File: src/rtl/eth_pkg.sv
// Shared types and constants for the MII receive/transmit path: FSM state,
// preamble/SFD nibble codes and CRC-32 parameters.
package eth_pkg;

    typedef enum logic [1:0] {
        ST_IDLE,
        ST_PREAMBLE,
        ST_DATA,
        ST_DROP
    } rx_state_e;

    localparam logic [3:0]  PREAMBLE_NIBBLE = 4'h5;
    localparam logic [3:0]  SFD_HI_NIBBLE   = 4'hD;

    localparam logic [31:0] CRC32_POLY      = 32'h04C11DB7;
    localparam logic [31:0] CRC32_INIT      = 32'hFFFFFFFF;
    localparam logic [31:0] CRC32_RESIDUE   = 32'hC704DD7B;

    // The CRC register runs LSB-first, so constants are mirrored before use.
    function automatic logic [31:0] bit_reverse32(input logic [31:0] v);
        logic [31:0] r;
        for (int i = 0; i < 32; i++) r[i] = v[31-i];
        return r;
    endfunction

endpackage

File: src/rtl/eth_crc32_nibble.sv
// Combinational reflected CRC-32 step over one nibble (LSB first).
// Shared by the receive FCS checker and the nibble transmitter.
module eth_crc32_nibble
    import eth_pkg::*;
(
    input  logic [31:0] i_crc,
    input  logic [3:0]  i_nibble,
    output logic [31:0] o_crc
);
    localparam logic [31:0] POLY_REFL = bit_reverse32(CRC32_POLY);

    logic [31:0] w_crc;

    always_comb begin
        w_crc = i_crc ^ {28'd0, i_nibble};
        for (int i = 0; i < 4; i++) begin
            w_crc = w_crc[0] ? ((w_crc >> 1) ^ POLY_REFL) : (w_crc >> 1);
        end
        o_crc = w_crc;
    end

endmodule

File: src/rtl/ethernet_rx.sv
// MII receive deframer: strips preamble/SFD, packs nibbles into bytes and marks
// sof/eof/err. Define ETH_RX_FCS_CHECK_EN to add the CRC-32 FCS check.
module ethernet_rx
    import eth_pkg::*;
#(
    parameter int MAX_FRAME_BYTES      = 1522,
    parameter int MIN_PREAMBLE_NIBBLES = 2
) (
    input  logic       clk,
    input  logic       rst_n,
    input  logic [3:0] rxd,
    input  logic       rx_dv,
    input  logic       rx_er,
    output logic [7:0] data_out,
    output logic       valid_out,
    output logic       sof_out,
    output logic       eof_out,
    output logic       err_out,
    output logic       fcs_ok_out
);
    localparam logic [15:0] MAX_BYTES_CNT = 16'(MAX_FRAME_BYTES);

    rx_state_e   r_state;
    rx_state_e   w_next_state;
    logic [3:0]  r_pre_cnt;
    logic        r_phase;
    logic [3:0]  r_lo;
    logic [7:0]  r_held;
    logic        r_have_held;
    logic [15:0] r_byte_cnt;
    logic        r_err_sticky;

    logic w_is_pre, w_is_sfd, w_pre_ok, w_in_data, w_sfd_accept;
    logic w_byte_done, w_overflow, w_frame_end;
    logic w_emit, w_sof, w_eof, w_err, w_fcs_ok;

    assign w_is_pre     = (rxd == PREAMBLE_NIBBLE);
    assign w_is_sfd     = (rxd == SFD_HI_NIBBLE);
    assign w_pre_ok     = (int'(r_pre_cnt) >= MIN_PREAMBLE_NIBBLES);
    assign w_in_data    = (r_state == ST_DATA);
    assign w_sfd_accept = (r_state == ST_PREAMBLE) && (w_next_state == ST_DATA);
    assign w_byte_done  = w_in_data && rx_dv && r_phase;
    assign w_overflow   = w_byte_done && (r_byte_cnt == MAX_BYTES_CNT);
    assign w_frame_end  = w_in_data && !rx_dv;

    always_ff @(posedge clk or negedge rst_n) begin
        if (!rst_n) r_state <= ST_IDLE;
        else        r_state <= w_next_state;
    end

    // NOTE: every variable written in always_comb gets a default first, so no path can infer a latch.
    always_comb begin
        w_next_state = r_state;
        unique case (r_state)
            ST_IDLE:     if (rx_dv) w_next_state = w_is_pre ? ST_PREAMBLE : ST_DROP;
            ST_PREAMBLE: begin
                if (!rx_dv)                     w_next_state = ST_IDLE;
                else if (w_is_pre)              w_next_state = ST_PREAMBLE;
                else if (w_is_sfd && w_pre_ok)  w_next_state = ST_DATA;
                else                            w_next_state = ST_DROP;
            end
            ST_DATA: begin
                if (!rx_dv)          w_next_state = ST_IDLE;
                else if (w_overflow) w_next_state = ST_DROP;
            end
            ST_DROP:     if (!rx_dv) w_next_state = ST_IDLE;
            default:     w_next_state = ST_IDLE;
        endcase
    end

    // The held byte leaves when its successor completes or the frame ends.
    always_comb begin
        w_emit = 1'b0;
        w_eof  = 1'b0;
        w_err  = 1'b0;
        if (w_frame_end) begin
            w_emit = r_have_held;
            w_eof  = 1'b1;
            w_err  = r_err_sticky | r_phase;
        end else if (w_byte_done) begin
            w_emit = r_have_held;
            w_eof  = w_overflow;
            w_err  = w_overflow;
        end
        w_sof = (r_byte_cnt == 16'd1);
    end

    // NOTE: sequential state uses non-blocking assignments so every register samples pre-edge values.
    always_ff @(posedge clk or negedge rst_n) begin
        if (!rst_n) begin
            r_pre_cnt    <= '0;
            r_phase      <= 1'b0;
            r_lo         <= '0;
            r_held       <= '0;
            r_have_held  <= 1'b0;
            r_byte_cnt   <= '0;
            r_err_sticky <= 1'b0;
        end else begin
            if (r_state == ST_IDLE)
                r_pre_cnt <= 4'd1;
            else if (r_state == ST_PREAMBLE && rx_dv && w_is_pre && r_pre_cnt != 4'hF)
                r_pre_cnt <= r_pre_cnt + 4'd1;

            if (w_sfd_accept) begin
                r_phase      <= 1'b0;
                r_have_held  <= 1'b0;
                r_byte_cnt   <= '0;
                r_err_sticky <= 1'b0;
            end else if (w_in_data && rx_dv) begin
                r_phase <= ~r_phase;
                if (rx_er) r_err_sticky <= 1'b1;
                if (!r_phase) begin
                    r_lo <= rxd;
                end else if (!w_overflow) begin
                    r_held      <= {rxd, r_lo};
                    r_have_held <= 1'b1;
                    r_byte_cnt  <= r_byte_cnt + 16'd1;
                end
            end
        end
    end

`ifdef ETH_RX_FCS_CHECK_EN
    localparam logic [31:0] RESIDUE_REFL = bit_reverse32(CRC32_RESIDUE);

    logic [31:0] r_crc;
    logic [31:0] w_crc_next;

    eth_crc32_nibble u_crc (
        .i_crc    (r_crc),
        .i_nibble (rxd),
        .o_crc    (w_crc_next)
    );

    always_ff @(posedge clk or negedge rst_n) begin
        if (!rst_n)                r_crc <= CRC32_INIT;
        else if (w_sfd_accept)     r_crc <= CRC32_INIT;
        else if (w_in_data && rx_dv) r_crc <= w_crc_next;
    end

    assign w_fcs_ok = (r_crc == RESIDUE_REFL);
`else
    assign w_fcs_ok = 1'b0;
`endif

    always_ff @(posedge clk or negedge rst_n) begin
        if (!rst_n) begin
            data_out   <= '0;
            valid_out  <= 1'b0;
            sof_out    <= 1'b0;
            eof_out    <= 1'b0;
            err_out    <= 1'b0;
            fcs_ok_out <= 1'b0;
        end else begin
            valid_out  <= w_emit;
            sof_out    <= w_emit & w_sof;
            eof_out    <= w_emit & w_eof;
            err_out    <= w_emit & w_eof & w_err;
            fcs_ok_out <= w_emit & w_eof & ~w_err & w_fcs_ok;
            if (w_emit) data_out <= r_held;
        end
    end

endmodule

File: config.mk
export PLATFORM = sky130hd
export DESIGN_NAME = ethernet_rx
export DESIGN_NICKNAME = d
export VERILOG_FILES = /design/src/rtl/eth_pkg.sv /design/src/rtl/eth_crc32_nibble.sv /design/src/rtl/ethernet_rx.sv
export SDC_FILE = /design/constraint.sdc
export NUM_CORES = 1
export LEC_CHECK = 0
export CAP_MARGIN = 20
export CELL_PAD_IN_SITES_DETAIL_PLACEMENT = 0
export CELL_PAD_IN_SITES_GLOBAL_PLACEMENT = 1
export CORE_ASPECT_RATIO = 2
export CORE_MARGIN = 10
export CORE_UTILIZATION = 27
export CTS_BUF_LIST = sky130_fd_sc_hd__clkbuf_8
export DETAILED_ROUTE_END_ITERATION = 10
export PLACE_DENSITY_LB_ADDON = 0.25
export SLEW_MARGIN = 20
export SYNTH_ARGS = -nofsm -noshare
export SYNTH_HDL_FRONTEND = slang
export SYNTH_SLANG_ARGS = --single-unit
File: constraint.sdc
create_clock -name clk -period 2.3 [get_ports clk]
set_clock_uncertainty 0.15 [all_clocks]
set_input_delay 0.46 -clock clk [delete_from_list [all_inputs] [get_ports clk]]
set_output_delay 0.46 -clock clk [all_outputs]
set_load 0.01 [all_outputs]
==> results list <==
* Layout Area Growth over Synthesis: 26.19%
- The number of antenna violations at the first check in global routing came to 0.
- The worst setup path is captured at a register.
- Die W: 85.03 µm
* Period minus WS final: 2.172 ns
- Number of cell rows: 47
- Vias in the first global route: 1851
- In this run the power density over the cells is 875.9 mW/mm².
* Antenna Cells: 0
- Wire length of the first global-routing pass: a little under 10000 µm
- Dominant register cell in the synthesized netlist: sky130_fd_sc_hd__dfrtp_1
- In the final layout, the share of cells above drive strength 1 is 0.2551.
- Number of buffers inserted during clock tree synthesis: 5
- Synthesized-area fraction occupied by ao, oa, aoi and oai cells: 0.07726
* Most numerous cell in the Yosys netlist: sky130_fd_sc_hd__dfrtp_1
- The flow ran to the end, and the final reports show no timing, DRC or antenna violations.
- Weighted congestion reported at the end of routability-driven placement: ~0.82
* List of most frequent post-synthesis cells: 49 x sky130_fd_sc_hd__dfrtp_1, 13 x sky130_fd_sc_hd__mux2_2, 12 x sky130_fd_sc_hd__nor2_1
- Entering global routing, the biggest net connects 21 pins.
- The initial utilization of the core area, before any placement, comes to 0.2754.
- Once placement finished, the instance area stood at 0.002779 mm².
* Area enclosed by the die boundary: ~0.013 mm²
- Fraction of synthesized cell area taken by the top area cell type: 0.5370
* Grt ovf: 0
- Dpl hpwl: between 4000 and 5000 µm
* Reg clk slew, reported paths: approximately 0.090 ns
- Quantity of I/O buffers inserted on ports: 19
- Category of the critical setup timing path: in2reg
- Max-cap viol count: 0
* Multiplexer fraction of the synthesized cell area: 0.1233
- Sequential fraction of the synthesis area: 0.5370
- Of the total synthesized cell area, the portion taken by AND, OR, NAND and NOR gates is 0.1660.
- CTS built an H-tree with a depth of 2.
- Maximum vdd ir drop: around 0.47 mV
- Synthesis produced a netlist with a net count of 208.
- Crit path launch type: primary input
- STA puts the critical path data arrival time at ~2.3 ns.
- At the placement stage, the worst setup path has a slack of -0.2327 ns.
* Least-Margin Pin Slew: 0.6812 ns
- For this run, the number of Yosys warnings is 0.
* Xor and xnor area share after synthesis: 0.03452
* Worst endpoint required time: 2.39 ns
- The number of max-slew violations in the final report was 0.
- Ranked by total cell area, the synthesized netlist is headed by sky130_fd_sc_hd__dfrtp_1 54%, sky130_fd_sc_hd__mux2_2 6.4%, sky130_fd_sc_hd__mux2_4 4.6%.
- Post-route core utilization: 0.3475
- Detailed Route Iter0 Violations: 86
- Library cell used as clock root buffer: sky130_fd_sc_hd__clkbuf_8
- In this run, synthesis produced a sequential element count of 49.
- Post-synth top area cell: sky130_fd_sc_hd__dfrtp_1
* F_max: 460.3 MHz
- The die is roughly 150 µm tall.
* Post-layout power: between 2 and 3 mW
- Via Count: around 1700
- In the finished design, the share of the clock period the worst path needs comes to 0.9445.
* Worst hold slack across all endpoints: about 0.36 ns
* Cell area after layout: about 0.0029 mm²
* Number of enable-type register cells in the synthesized netlist: 0
* Area used by multi-input combinational logic: 988.4 µm²
- Hold Path Class: reg2reg
- DR pass1 iterations: 4
- Setup violations remaining at the end of the flow were counted as 0.
- The synthesized netlist occupies a cell area of between 0.002 and 0.0025 mm².
- After synthesis, the largest family of logic cells by area is simple AND/OR/NAND/NOR gates.
- Sequential standard cell area: ~0.0012 mm²
* Number of nets in the layout: 259
* Total detailed-routing wirelength: between 5000 and 6000 µm
* Via density per instance: around 4.8
* Boundary pin count: 21
* GRT Util Overall: 0.09691
* Average wire per standard cell: 16.63 µm
- The clock drives 49 sinks.
- The hold violation total from the final report came to 0.
* CTS Buffer Depth: 2
- TritonCTS built the clock tree.
- Largest fanout on the critical path: 9
* Unique cell type count in the Yosys netlist: 38
* Reported leakage power: roughly 1.3 nW
* Max transition margin: 0.5417
- # DRC: 0
- Once detail routing completed, the nets flagged for antenna violations numbered 0.
* Mapped Avg Cell Area: about 12 µm²
- The clock reaches the later pin of the worst-skew pair after ~0.31 ns.
- Fill cell total of the finished layout: slightly above 800
* Cells after synthesis: between 150 and 200
- In the synthesized netlist the async set-or-reset flop fraction comes to 1.000.
* Final WS setup: between 0.1 and 0.15 ns
- RSZ-0062 raised after global routing: false
* Core outline area: between 0.008 and 0.009 mm²
* Adder and majority cell fraction of the synthesized area: 0.02740
==> report_power, final <==
part | total (mW) | internal [mW] | switching [mW]
sequential | 1.20 | 1.09 | 0.113
combinational | 0.810 | 0.482 | 0.327
clock | 0.510 | 0.213 | 0.297
==> cell type report <==
class,instances,area share
Clock buffer,5,0.02388
Clock inverter,3,0.006079
Inverter,6,0.007816
Multi-Input combinational cell,132,0.3430
Sequential cell,49,0.4255
Tap cell,98,0.04255
Timing Repair Buffer,52,0.1511
==> state kept, by name, indices dropped and copies added, names as in the netlist <==
register and flops:
err_out 1, r_phase 1, valid_out 1, r_err_sticky 1, r_have_held 1, r_held 8, r_pre_cnt 4, sof_out 1
r_state 2, r_lo 4, r_byte_cnt 16, data_out 8, eof_out 1
==> worst paths after layout <==
kind | startpoint | cells past startpoint | endpoint | slack [ns]
hold / removal | r_err_sticky | 2 | r_err_sticky | 0.36
hold reg to reg | r_err_sticky | 2 | r_err_sticky | 0.36
setup reg to reg | r_byte_cnt[12] | 4 | r_held[0] | 0.16
setup / recovery | rx_dv | 6 | r_byte_cnt[10] | 0.13
max in group asynchronous | rst_n | 3 | r_held[6] | 0.88
min in group asynchronous | rst_n | 2 | r_byte_cnt[13] | 0.50
==> metal layers <==
layer	share of wire	track usage	wire length [µm]	vias up
met3	0.030	0.02450	172	11
met1	0.36	0.08957	2084	812
met5	0	0	0	-
met2	0.57	0.1822	3265	23
li1	-	-	-	805
met4	0.037	0.05795	214	0
==> layout by cell type (no fill, tap or decap), types with 3 or more instances in the layout <==
master,Yosys,layout
sky130_fd_sc_hd__clkbuf_8,0,5
sky130_fd_sc_hd__and3_1,6,6
sky130_fd_sc_hd__ha_1,5,5
sky130_fd_sc_hd__nor2_1,12,12
sky130_fd_sc_hd__dfrtp_1,49,49
sky130_fd_sc_hd__o21ai_0,7,7
sky130_fd_sc_hd__clkdlybuf4s50_1,0,18
sky130_fd_sc_hd__and4_1,6,6
sky130_fd_sc_hd__buf_4,1,32
sky130_fd_sc_hd__mux2_2,13,13
sky130_fd_sc_hd__or3_1,5,5
sky130_fd_sc_hd__mux2i_1,3,3
sky130_fd_sc_hd__nand2_1,10,10
sky130_fd_sc_hd__o31ai_1,3,3
sky130_fd_sc_hd__inv_1,6,7
sky130_fd_sc_hd__a21oi_1,10,10
sky130_fd_sc_hd__nor4_1,3,3
sky130_fd_sc_hd__nand4_1,8,8
sky130_fd_sc_hd__xor2_1,7,7
sky130_fd_sc_hd__mux2_4,7,7
sky130_fd_sc_hd__nand3_1,6,6
==> stage by stage <==
step	setup TNS, ns	instances
3_5_place_dp	-2.553	336
4_1_cts	0	345
3_3_place_gp	-2.710	336
6_report	0	345
2_1_floorplan	0	195
5_1_grt	0	345
==> what timing repair did <==
| action | 4_1_cts | 5_1_grt |
|---|---|---|
| endpoints found under the hold margin | 18 | 0 |
| gates resized for setup | 1 | 0 |
| hold buffers | 1 | 0 |
| setup endpoints to repair | 10 | 0 |
| buffers inserted | 0 | 0 |
==> logic make-up after synthesis <==
| family | after synthesis |
|---|---|
| AND/OR/NAND/NOR | 65 |
| flip-flops | 49 |
| AO/OA/AOI/OAI | 29 |
| multiplexers | 23 |
| buffers and inverters | 14 |
| XOR/XNOR | 9 |
| adder cells (fa/ha/maj) | 5 |
| other | 1 |
==> worst max-delay path: stages <==
cell                              delay (ns)
sky130_fd_sc_hd__clkdlybuf4s50_1        0.51
sky130_fd_sc_hd__buf_4                  0.18
sky130_fd_sc_hd__and4b_1                0.26
sky130_fd_sc_hd__nand4_1                0.27
sky130_fd_sc_hd__or3_1                  0.42
sky130_fd_sc_hd__a21oi_1                0.16
(Power assumes the default switching activity.)
